**src/rtl/fp_pkg.sv**
```systemverilog
// Shared types and constant builders for the iterative floating-point divider.
package fp_pkg;

  typedef enum logic [2:0] {
    S_IDLE,
    S_SETUP,
    S_ITER,
    S_NORM,
    S_ROUND,
    S_DONE
  } state_t;

  typedef enum logic [1:0] {
    C_ZERO,
    C_NORM,
    C_INF,
    C_NAN
  } op_class_t;

  function automatic int bias_of(input int exp_w);
    return (1 << (exp_w - 1)) - 1;
  endfunction

  // Quotient bits produced: integer bit, MAN_W fraction bits, guard, round.
  function automatic int iter_count(input int man_w);
    return man_w + 3;
  endfunction

  // Infinity magnitude: exponent all ones, fraction zero (sign bit excluded).
  function automatic logic [63:0] inf_bits(input int exp_w, input int man_w);
    return ((64'd1 << exp_w) - 64'd1) << man_w;
  endfunction

  // Canonical quiet NaN: sign 0, exponent all ones, only the fraction MSB set.
  function automatic logic [63:0] qnan_bits(input int exp_w, input int man_w);
    return inf_bits(exp_w, man_w) | (64'd1 << (man_w - 1));
  endfunction

  // Largest finite magnitude: exponent all ones minus one, fraction all ones.
  function automatic logic [63:0] max_finite_bits(input int exp_w, input int man_w);
    return (inf_bits(exp_w, man_w) - (64'd1 << man_w)) | ((64'd1 << man_w) - 64'd1);
  endfunction

endpackage

```
**src/rtl/nr_mant_div.sv**
```systemverilog
// Non-restoring mantissa divider, one quotient bit per step.
// The remainder always stays in [-D, D); after the last step it equals 2R - D,
// where R is the true restoring remainder, so R != 0 exactly when rem != -D.
module nr_mant_div #(
  parameter int MAN_W = 23,
  parameter int N     = MAN_W + 3
) (
  input  logic             clk,
  input  logic             rst,
  input  logic             load,
  input  logic             step,
  input  logic [MAN_W:0]   dividend,
  input  logic [MAN_W:0]   divisor,
  output logic [N-1:0]     quotient,
  output logic             sticky
);

  localparam int RW = MAN_W + 4;

  logic signed [RW-1:0] rem;
  logic signed [RW-1:0] d_ext;
  logic [MAN_W:0]       div_q;

  assign d_ext  = $signed({3'b000, div_q});
  assign sticky = (rem != -d_ext);

  // Load performs the first trial subtraction; each step records the sign of
  // the current remainder as a quotient bit and adds or subtracts the divisor.
  always_ff @(posedge clk) begin
    if (rst) begin
      rem      <= '0;
      div_q    <= '0;
      quotient <= '0;
    end else if (load) begin
      rem      <= $signed({3'b000, dividend}) - $signed({3'b000, divisor});
      div_q    <= divisor;
      quotient <= '0;
    end else if (step) begin
      quotient <= {quotient[N-2:0], ~rem[RW-1]};
      rem      <= rem[RW-1] ? (rem <<< 1) + d_ext : (rem <<< 1) - d_ext;
    end
  end

endmodule

```
**src/rtl/fp_div_iter.sv**
```systemverilog
// Iterative IEEE-754 divider A/B with valid/ready handshake and DAZ/FTZ.
// Optional macro FP_DIV_RNE_EN: round-to-nearest-even; undefined: truncate.
// Handshake: a transfer happens on a rising edge where valid && ready; the
// producer holds valid and data stable until that edge.
module fp_div_iter
  import fp_pkg::*;
#(
  parameter int EXP_W = 8,
  parameter int MAN_W = 23,
  parameter int W     = 1 + EXP_W + MAN_W
) (
  input  logic         clk,
  input  logic         rst,
  input  logic         in_valid,
  output logic         in_ready,
  input  logic [W-1:0] A,
  input  logic [W-1:0] B,
  output logic         out_valid,
  input  logic         out_ready,
  output logic [W-1:0] result,
  output logic         overflow,
  output logic         underflow,
  output logic         div_zero,
  output logic         invalid,
  output state_t       dbg_state
);

  localparam int N  = iter_count(MAN_W);
  localparam int CW = $clog2(N + 1);
  localparam int BIAS = bias_of(EXP_W);
  localparam logic [EXP_W+1:0] BIAS_E   = BIAS[EXP_W+1:0];
  localparam logic [EXP_W:0]   OVF_E    = {1'b0, {EXP_W{1'b1}}};
  localparam logic [CW-1:0]    LAST_CNT = CW'(N - 1);
  localparam logic [63:0] INF64  = inf_bits(EXP_W, MAN_W);
  localparam logic [63:0] QNAN64 = qnan_bits(EXP_W, MAN_W);
  localparam logic [W-2:0] INF_MAG = INF64[W-2:0];
  localparam logic [W-1:0] QNAN    = QNAN64[W-1:0];
`ifndef FP_DIV_RNE_EN
  localparam logic [63:0]  MAXF64   = max_finite_bits(EXP_W, MAN_W);
  localparam logic [W-2:0] MAXF_MAG = MAXF64[W-2:0];
`endif

  state_t state, state_n;
  logic [W-1:0] a_q, b_q;
  logic [CW-1:0] cnt;
  logic [EXP_W+1:0] e_q;   // two's complement biased exponent
  logic sign_q;
  logic [MAN_W-1:0] mant_q;
  logic guard_q, sticky_q;

  logic sa, sb;
  logic [EXP_W-1:0] ea, eb;
  logic [MAN_W-1:0] ma, mb;
  op_class_t cls_a, cls_b;
  logic spec_hit, spec_dz, spec_inv;
  logic [W-1:0] spec_res;
  logic [N-1:0] quo;
  logic core_sticky;
  logic round_up, round_inc;
  logic [MAN_W:0] mant_r;
  logic [EXP_W+1:0] e_r;
  logic rng_ovf, rng_unf;

  assign {sa, ea, ma} = a_q;
  assign {sb, eb, mb} = b_q;
  assign in_ready  = (state == S_IDLE);
  assign out_valid = (state == S_DONE);
  assign dbg_state = state;

  // Classify both operands; subnormals count as zero.
  always_comb begin
    cls_a = C_NORM;
    cls_b = C_NORM;
    if (ea == '0)      cls_a = C_ZERO;
    else if (ea == '1) cls_a = (ma == '0) ? C_INF : C_NAN;
    if (eb == '0)      cls_b = C_ZERO;
    else if (eb == '1) cls_b = (mb == '0) ? C_INF : C_NAN;
  end

  // Special-operand results, priority NaN > invalid > div-by-zero > inf/zero.
  always_comb begin
    spec_hit = 1'b1;
    spec_dz  = 1'b0;
    spec_inv = 1'b0;
    spec_res = {sa ^ sb, {(W-1){1'b0}}};
    if (cls_a == C_NAN || cls_b == C_NAN) begin
      spec_res = QNAN;
    end else if ((cls_a == C_ZERO && cls_b == C_ZERO) || (cls_a == C_INF && cls_b == C_INF)) begin
      spec_res = QNAN;
      spec_inv = 1'b1;
    end else if (cls_a == C_NORM && cls_b == C_ZERO) begin
      spec_res = {sa ^ sb, INF_MAG};
      spec_dz  = 1'b1;
    end else if (cls_a == C_INF) begin
      spec_res = {sa ^ sb, INF_MAG};
    end else if (cls_b == C_INF || cls_a == C_ZERO) begin
      spec_res = {sa ^ sb, {(W-1){1'b0}}};
    end else begin
      spec_hit = 1'b0;
    end
  end

  nr_mant_div #(.MAN_W(MAN_W), .N(N)) u_core (
    .clk      (clk),
    .rst      (rst),
    .load     (state == S_SETUP && !spec_hit),
    .step     (state == S_ITER),
    .dividend ({1'b1, ma}),
    .divisor  ({1'b1, mb}),
    .quotient (quo),
    .sticky   (core_sticky)
  );

  // Rounding increment, mantissa carry and exponent range checks.
  always_comb begin
    round_up = guard_q & (sticky_q | mant_q[0]);
`ifdef FP_DIV_RNE_EN
    round_inc = round_up;
`else
    // Truncation: the rounding decision is formed but never applied.
    round_inc = round_up & 1'b0;
`endif
    mant_r  = {1'b0, mant_q} + {{MAN_W{1'b0}}, round_inc};
    e_r     = e_q + {{(EXP_W+1){1'b0}}, mant_r[MAN_W]};
    rng_ovf = !e_r[EXP_W+1] && (e_r[EXP_W:0] >= OVF_E);
    rng_unf = e_r[EXP_W+1] || (e_r == '0);
  end

  // State register.
  always_ff @(posedge clk) begin
    if (rst) state <= S_IDLE;
    else     state <= state_n;
  end

  // Next-state logic.
  always_comb begin
    state_n = state;
    case (state)
      S_IDLE:  if (in_valid) state_n = S_SETUP;
      S_SETUP: state_n = spec_hit ? S_DONE : S_ITER;
      S_ITER:  if (cnt == LAST_CNT) state_n = S_NORM;
      S_NORM:  state_n = S_ROUND;
      S_ROUND: state_n = S_DONE;
      S_DONE:  if (out_ready) state_n = S_IDLE;
      default: state_n = S_IDLE;
    endcase
  end

  // Operand capture, exponent path, normalisation and result registers.
  always_ff @(posedge clk) begin
    if (rst) begin
      a_q <= '0; b_q <= '0; cnt <= '0; e_q <= '0; sign_q <= 1'b0;
      mant_q <= '0; guard_q <= 1'b0; sticky_q <= 1'b0;
      result <= '0; overflow <= 1'b0; underflow <= 1'b0;
      div_zero <= 1'b0; invalid <= 1'b0;
    end else begin
      case (state)
        S_IDLE: if (in_valid) begin
          a_q <= A;
          b_q <= B;
        end
        S_SETUP: begin
          cnt       <= '0;
          sign_q    <= sa ^ sb;
          e_q       <= {2'b00, ea} - {2'b00, eb} + BIAS_E;
          result    <= spec_res;
          overflow  <= 1'b0;
          underflow <= 1'b0;
          div_zero  <= spec_dz;
          invalid   <= spec_inv;
        end
        S_ITER: cnt <= cnt + 1'b1;
        S_NORM: begin
          if (quo[N-1]) begin
            mant_q   <= quo[N-2:2];
            guard_q  <= quo[1];
            sticky_q <= quo[0] | core_sticky;
          end else begin
            mant_q   <= quo[N-3:1];
            guard_q  <= quo[0];
            sticky_q <= core_sticky;
            e_q      <= e_q - 1'b1;
          end
        end
        S_ROUND: begin
          overflow  <= rng_ovf;
          underflow <= rng_unf;
          if (rng_ovf) begin
`ifdef FP_DIV_RNE_EN
            result <= {sign_q, INF_MAG};
`else
            result <= {sign_q, MAXF_MAG};
`endif
          end else if (rng_unf) begin
            result <= {sign_q, {(W-1){1'b0}}};
          end else begin
            result <= {sign_q, e_r[EXP_W-1:0], mant_r[MAN_W-1:0]};
          end
        end
        default: ;
      endcase
    end
  end

endmodule
```
**config.mk**
```make
export PLATFORM = sky130hd
export DESIGN_NAME = fp_div_iter
export DESIGN_NICKNAME = d
export VERILOG_FILES = /design/src/rtl/fp_pkg.sv /design/src/rtl/nr_mant_div.sv /design/src/rtl/fp_div_iter.sv
export SDC_FILE = /design/constraint.sdc
export NUM_CORES = 1
export LEC_CHECK = 0
export ABC_AREA = 1
export CORE_ASPECT_RATIO = 2
export CORE_UTILIZATION = 55
export CTS_CLUSTER_SIZE = 10
export DETAILED_ROUTE_END_ITERATION = 6
export PLACE_DENSITY = 0.76
export RECOVER_POWER = 25
export SLEW_MARGIN = 15
export SYNTH_ARGS = -nofsm -noshare
export SYNTH_HDL_FRONTEND = slang
export SYNTH_SLANG_ARGS = --single-unit
```
**constraint.sdc**
```tcl
create_clock -name clk -period 5.6 [get_ports clk]
set_input_delay 0.56 -clock clk [delete_from_list [all_inputs] [get_ports clk]]
set_output_delay 0.56 -clock clk [all_outputs]
set_load 0.01 [all_outputs]
```
# Word-level counts from Yosys, hierarchy flattened
# Index checks and enable logic that the tools add are counted.
[totals] register_bits=219 input_bits=68 output_inout_bits=41 wordCells=106
[op_classes] n_addsub=7 n_lt_le_gt_ge=1 n_eq_ne=17 mux=37 bitwise=2 n_reduce_logical=27
[op_table] operator="31-bit two-way mux" n=4
[op_table] operator="27-bit two-way mux" n=3
[op_table] operator="32-bit two-way mux" n=2
[op_table] operator="32-bit case mux with 2 select lines" n=1
[op_table] operator="23-bit logical NOT" n=2
[op_table] operator="27-bit by 25-bit adder with 27-bit output" n=1
[op_table] operator="27-bit by 25-bit subtractor with 27-bit output" n=1
[op_table] operator="24-bit by 24-bit subtractor with 25-bit output" n=1
[op_table] operator="23-bit two-way mux" n=1
[op_table] operator="10-bit case mux with 2 select lines" n=1
[op_table] operator="3-bit case mux with 6 select lines" n=1
[op_table] operator="8-bit equality test, second input constant" n=2
[op_table] operator="8-bit logical NOT" n=2
[op_table] operator="1-bit two-way mux" n=12
[op_table] operator="3-bit two-way mux" n=4
[op_table] operator="9-bit by 8-bit adder with 10-bit output, second input constant" n=1
[op_table] operator="10-bit logical NOT" n=1
[op_table] operator="10-bit two-way mux" n=1
[op_table] operator="5-bit case mux with 2 select lines" n=1
[op_table] operator="10-bit by 1-bit subtractor with 10-bit output, second input constant" n=1
[op_table] operator="9-bit by 8-bit >= comparator with 1-bit output, second input constant" n=1
[op_table] operator="8-bit by 8-bit subtractor with 9-bit output" n=1
[op_table] operator="2-bit equality test, second input constant" n=4
[op_table] operator="2-bit two-way mux" n=4
[op_table] operator="other kinds (20)" n=38

# Depth between registers and ports, before layout
[depth] depth_word=14 depth_mapped=19 depth_no_buf=18

# Cells and area by module
# From an unflattened synthesis, not the netlist that was laid out.
[hier_totals] hier_cells=2516 hier_area_um2=15499.9
[by_module_without_submodules] module="nr_mant_div" n_inst=1 cells_each=1553 area_each_um2=8762.2 seq_area_each_um2=1541.5
[by_module_without_submodules] module="fp_div_iter" n_inst=1 cells_each=963 area_each_um2=6737.7 seq_area_each_um2=2842.7

# Worst setup path after synthesis
# OpenSTA, ideal clock, no wires.
[synth_path] path_kind="reg2reg" startpoint="register a_q[0]" endpoint="register u_core.rem[14]" setup_time_ps=110 arrival_time_ps=1963 required_time_ps=5490 setup_slack_ps=3527 path_stages_with_launch=16 n_path_buf=0 period_less_slack_ps=2073 path_cell_list="dfxtp_1 -> inv_1 -> ha_1 -> fa_1 -> inv_1 -> nand2_1 -> nor2_1 -> nor2_1 -> o21ai_1 -> inv_1 -> nor2_1 -> nor3_1 -> o21ai_1 -> nand3_1 -> nand2_1 -> inv_1"
[synth_via] elab_chain_cells=14 word_cells_on_any_way=24 cone_classes="add/sub: 1; eq/ne: 3; mux: 9; reduce/logical: 11"
[synth_rtl] element="start: declaration" line_no="fp_div_iter.sv:44" rtl="logic [W-1:0] a_q, b_q;"
[synth_rtl] element="start signal: assignment" line_no="fp_div_iter.sv:152" rtl="a_q <= '0; b_q <= '0; cnt <= '0; e_q <= '0; sign_q <= 1'b0;"
[synth_rtl] element="start signal: assignment" line_no="fp_div_iter.sv:159" rtl="a_q <= A;"
[synth_rtl] element="23-bit logical NOT" line_no="fp_div_iter.sv:75" rtl="else if (ea == '1) cls_a = (ma == '0) ? C_INF : C_NAN;"
[synth_rtl] element="1-bit two-way mux" line_no="fp_div_iter.sv:75"
[synth_rtl] element="2-bit two-way mux" line_no="fp_div_iter.sv:75"
[synth_rtl] element="2-bit two-way mux" line_no="fp_div_iter.sv:74" rtl="if (ea == '0) cls_a = C_ZERO;"
[synth_rtl] element="2-bit logical NOT" line_no="fp_div_iter.sv:88, fp_div_iter.sv:96"
[synth_rtl] element="1-bit logical OR" line_no="fp_div_iter.sv:96" rtl="end else if (cls_b == C_INF || cls_a == C_ZERO) begin"
[synth_rtl] element="1-bit two-way mux" line_no="fp_div_iter.sv:96"
[synth_rtl] element="1-bit two-way mux" line_no="fp_div_iter.sv:94" rtl="end else if (cls_a == C_INF) begin"
[synth_rtl] element="1-bit two-way mux" line_no="fp_div_iter.sv:91" rtl="end else if (cls_a == C_NORM && cls_b == C_ZERO) begin"
[synth_rtl] element="1-bit two-way mux" line_no="fp_div_iter.sv:88" rtl="end else if ((cls_a == C_ZERO && cls_b == C_ZERO) || (cls_a == C_INF && cls_b == C_INF)) begin"
[synth_rtl] element="1-bit two-way mux" line_no="fp_div_iter.sv:86" rtl="if (cls_a == C_NAN || cls_b == C_NAN) begin"
[synth_rtl] element="1-bit logical NOT" line_no="fp_div_iter.sv:106" rtl=".load (state == S_SETUP && !spec_hit),"
[synth_rtl] element="1-bit logical AND" line_no="fp_div_iter.sv:106"
[synth_rtl] element="27-bit two-way mux / 2-bit nonzero test (equally long branches)"
[synth_rtl] element="end signal: assignment" line_no="nr_mant_div.sv:35" rtl="rem <= $signed({3'b000, dividend}) - $signed({3'b000, divisor});"
[synth_rtl] element="end signal: assignment" line_no="nr_mant_div.sv:40" rtl="rem <= rem[RW-1] ? (rem <<< 1) + d_ext : (rem <<< 1) - d_ext;"
[synth_rtl] element="end: declaration" line_no="nr_mant_div.sv:20" rtl="logic signed [RW-1:0] rem;"
# Several ways; a longest one is shown, not always the timed one.
# A chain may end at the register's enable or synchronous reset.

# Worst setup path after layout
[layout_path] startpoint="register state[0], in the netlist dbg_state[0]" endpoint="register u_core.div_q[5]"
[layout_via] elab_chain_cells=2
[layout_rtl] element="start: declaration" line_no="fp_div_iter.sv:43" rtl="state_t state, state_n;"
[layout_rtl] element="start signal: assignment" line_no="fp_div_iter.sv:132" rtl="else state <= state_n;"
[layout_rtl] element="3-bit by 1-bit equality test with 1-bit output" line_no="fp_div_iter.sv:106"
[layout_rtl] element="1-bit logical AND" line_no="fp_div_iter.sv:106"
[layout_rtl] element="end signal: assignment" line_no="nr_mant_div.sv:36" rtl="div_q <= divisor;"
[layout_rtl] element="end: declaration" line_no="nr_mant_div.sv:22" rtl="logic [MAN_W:0] div_q;"
# No other way between the ends.

==> implementation parameters <==
Parameter                              Value

Timing
  Number of pins exceeding their max-slew limit in the final report    0
  Actual transition at the worst max-transition pin    1.14 ns
  Fin Clk Skew    0.0300 ns
  Worst-case headroom to the max-slew limit    0.231
  Setup Viol. Count Final    0
  Final hold slack    0.460 ns
  Portion of the clock cycle consumed by the worst path in the final layout    0.656
  Total Negative Setup Slacks    0 ns
  Unrepaired setup endpoints after global routing    no
  Hold Fails Final Rpt    0
  Top achievable clock speed    272 MHz
  Minimum clock period    3.67 ns

Floorplan
  Starting density of the core    0.561
  Number of primary I/O pins    109
  DIE HEIGHT    231 um
  Die span in x    117 um
  Die Outline Area    26900 sq um
  Number of cell rows    83
  Area of the placeable core    25800 sq um

Global route
  Sum of overflow across all layers after global routing    0
  Largest net degree at the start of global routing    109
  Vias in the first global route    15100
  Total GRT Usage    0.421
  Initial antenna violation count    0
  Wire length of the first global-routing pass    84100 um

Finish
  Number of fill cells    2579
  Seq. cell area    4380 sq um
  Number of nets in the layout    2494
  Combined area of the multi-input logic cells    8520 sq um
  Fraction of final layout cells with drive strength greater than 1    0.0333
  Layout area overhead    12.2%
  Design Area, Final    16200 sq um
  Final core utilization    0.629

Logic synthesis
  Warning count from the yosys run    0
  Number of enable-type register cells in the synthesized netlist    0
  Syn Area/Cell    6.29 sq um
  Largest family of logic cells by synthesized area    simple AND/OR/NAND/NOR gates
  Synth Area in XOR/XNOR    0.0157
  Adder-Cell Fraction of Synth Area    0.0766
  Post-Synthesis Cells    2295
  Yosys reg bits    219
  Unique masters post-synth    50
  Post-Syn Nets    2449
  Mapped Area    14400 sq um
  Share of async-settable or async-resettable flops after synthesis    0
  Portion of netlist area occupied by mux cells    0
  Compound-gate portion of the synthesized area    0.188
  Top_reg_cell synth    dfxtp_1
  Fraction of the mapped netlist area in simple logic gates    0.309
  Sequential cell area fraction in the yosys report    0.304

Detailed routing
  Count of TritonRoute iterations in the first routing pass    7
  DRC violations left    0
  Via count    15700
  Drt wl/cell    20.7 um
  Count of nets left with antenna violations after detail routing    0
  Starting DRT DRC Count    1307
  Ratio of routed vias to standard cells    5.84
  WL final    55500 um

Setup path
  Ordered cell list for the critical path    inv_1, nor3_1, nand3_2, buf_4, o21ai_0, a21oi_1
  Arrival time at the worst endpoint    4.08 ns
  Largest incremental delay on the critical path    0.79 ns
  Worst reg2reg startpoint    dbg_state[0]
  R2R cell count    6
  Critical Path Sink Type    flop
  WP data required    6.00 ns
  Master of the slowest instance on the critical path    nor3_1
  Reg2Reg Capture Point    u_core.div_q[5]
  Path type of the worst setup path    reg2reg
  Element type at the critical path start    flop
  Reg-to-reg setup timing slack    1.93 ns
  Maximum fanout count along the critical path    45

Status
  Run status    finished, final reports clean

Clock tree
  Number of buffers on the longest clock path    3
  Count of buffers added by post-CTS timing repair for setup    0
  H-tree depth    1
  # hold bufs at CTS    0
  Library cell used as clock root buffer    clkbuf_16
  Post-cts gate resize count    0
  Clock network latency to the later pin of the worst-skew pair    0.56 ns
  Clock tree from TritonCTS    yes
  Num CTS Buffers    25
  Clock slew at the register clock pins of the worst setup and hold paths    0.08 ns
  Number of clock sinks seen by CTS    219

Worst hold path
  Class of the worst hold path    reg2reg
  Number of cells traversed by the worst hold path    2
  Worst hold endpoint    overflow
  Startpoint of the tightest hold check path    overflow

Placement
  Post-placement cell area    15600 sq um
  Routability congestion estimate from global placement    1.08
  Detailed placer's ending HPWL    39100 um
  Number of buffers added on ports    108

Flow run
  Max-cap viol count    0
-- worst max-delay path: cells and delay by family, from the launching register on --
family	cells	cell delay, ns
AO/OA/AOI/OAI	2	0.87
AND/OR/NAND/NOR	2	1.50
buffers and inverters	2	0.68
flip-flops	1	0.45
-- Yosys cell counts (4+ instances only) --
master / instances / area share
ha_1: 82 / 0.071
inv_1: 268 / 0.070
nand3_2: 4 / 0.0028
buf_2: 32 / 0.011
clkbuf_1: 53 / 0.014
nand3b_1: 4 / 0.0021
a211oi_1: 4 / 0.0021
nor2_1: 162 / 0.042
o21ai_1: 18 / 0.0062
o21ai_0: 173 / 0.060
nand4_1: 50 / 0.022
nand3_1: 170 / 0.059
xor2_1: 10 / 0.0061
nand2_1: 642 / 0.17
a21o_1: 4 / 0.0021
xnor2_1: 14 / 0.0085
a21oi_1: 248 / 0.086
a31oi_1: 33 / 0.014
fa_1: 4 / 0.0055
inv_2: 19 / 0.0049
dfxtp_1: 219 / 0.30
buf_6: 4 / 0.0031
o21bai_1: 16 / 0.0083
nor2_2: 4 / 0.0017
nor3_1: 15 / 0.0052
-- cell families (layout without fill, tap and decap cells) --
family | count (synthesis) | count (layout)
DFF | 219 | 219
adders and majority gates | 86 | 86
xor gates and xnor gates | 25 | 25
buffers and inverters | 388 | 433
and+or+nand+nor | 1065 | 1065
AOI/OAI and AO/OA | 512 | 512
other | 0 | 1
-- routing by layer --
metal,up-vias,track usage,share of wire
met5,-,0,0
met2,667,0.704,0.48
met3,280,0.154,0.099
met1,7143,0.384,0.31
met4,0,0.395,0.11
li1,7574,-,-
-- through the flow --
stage                     setup WS, ns  std cells
after floorplan                   3.53       2295
after global placement            2.66       2653
after detailed placement          2.60       2653
after CTS                         2.56       2680
after global routing              1.90       2680
final                             1.93       2681
-- final cells by class --
| class | count | share of cell area |
|---|---|---|
| Sequential cell | 219 | 0.271 |
| Timing Repair Buffer | 116 | 0.0701 |
| Clock buffer | 26 | 0.0388 |
| Antenna cell | 1 | 0.000154 |
| Inverter | 290 | 0.0673 |
| Clock inverter | 1 | 0.000541 |
| Tap cell | 340 | 0.0263 |
| Multi-Input combinational cell | 1688 | 0.526 |
-- sequential cells by signal (all words and copies together), names as in the netlist --
name,flops
a_q,32
b_q,32
cnt,5
dbg_state,3
div_zero,1
e_q,10
invalid,1
mant_q,23
overflow,1
result,32
sign_q,1
u_core.div_q,24
u_core.quotient,26
u_core.rem,27
underflow,1
-- worst max-delay path by stage --
stage                  from                  end  slack [ns]  depth (start not counted)
2_1_floorplan        a_q[0]       u_core.rem[14]        3.53                         15
3_3_place_gp       in_valid              a_q[28]        2.66                          4
3_5_place_dp        a_q[18]  u_core.quotient[25]        2.60                         10
4_1_cts             a_q[18]  u_core.quotient[25]        2.56                         10
5_1_grt        dbg_state[0]      u_core.div_q[5]        1.90                          6
6_report       dbg_state[0]      u_core.div_q[5]        1.93                          6
-- placed cells by master, fill, tap and decap left out, types with 2 or more instances in the layout --
master | netlist | final
nand2_1 | 642 | 641
inv_1 | 268 | 270
a21oi_1 | 248 | 248
dfxtp_1 | 219 | 219
o21ai_0 | 173 | 173
nand3_1 | 170 | 170
nor2_1 | 162 | 162
ha_1 | 82 | 82
clkdlybuf4s50_1 | 0 | 73
nand4_1 | 50 | 50
dlygate4sd3_1 | 0 | 34
a31oi_1 | 33 | 33
clkbuf_16 | 0 | 25
o21ai_1 | 18 | 18
inv_2 | 19 | 16
nor3_1 | 15 | 16
o21bai_1 | 16 | 16
xnor2_1 | 14 | 14
xor2_1 | 10 | 10
buf_4 | 3 | 8
nor2_2 | 4 | 4
a21o_1 | 4 | 4
nand3_2 | 4 | 4
a211oi_1 | 4 | 4
nand3b_1 | 4 | 4
fa_1 | 4 | 4
a21oi_2 | 3 | 3
nand2_2 | 3 | 3
nor3_4 | 1 | 2
clkinv_2 | 1 | 2
and2_1 | 2 | 2
clkinv_1 | 2 | 2
o21ai_2 | 2 | 2
o211ai_1 | 2 | 2
o22ai_1 | 2 | 2
o31ai_1 | 2 | 2
Power is left out: the tool's default activity adds up to more than one toggle a clock period on the data nets, which glitch-free logic cannot reach.
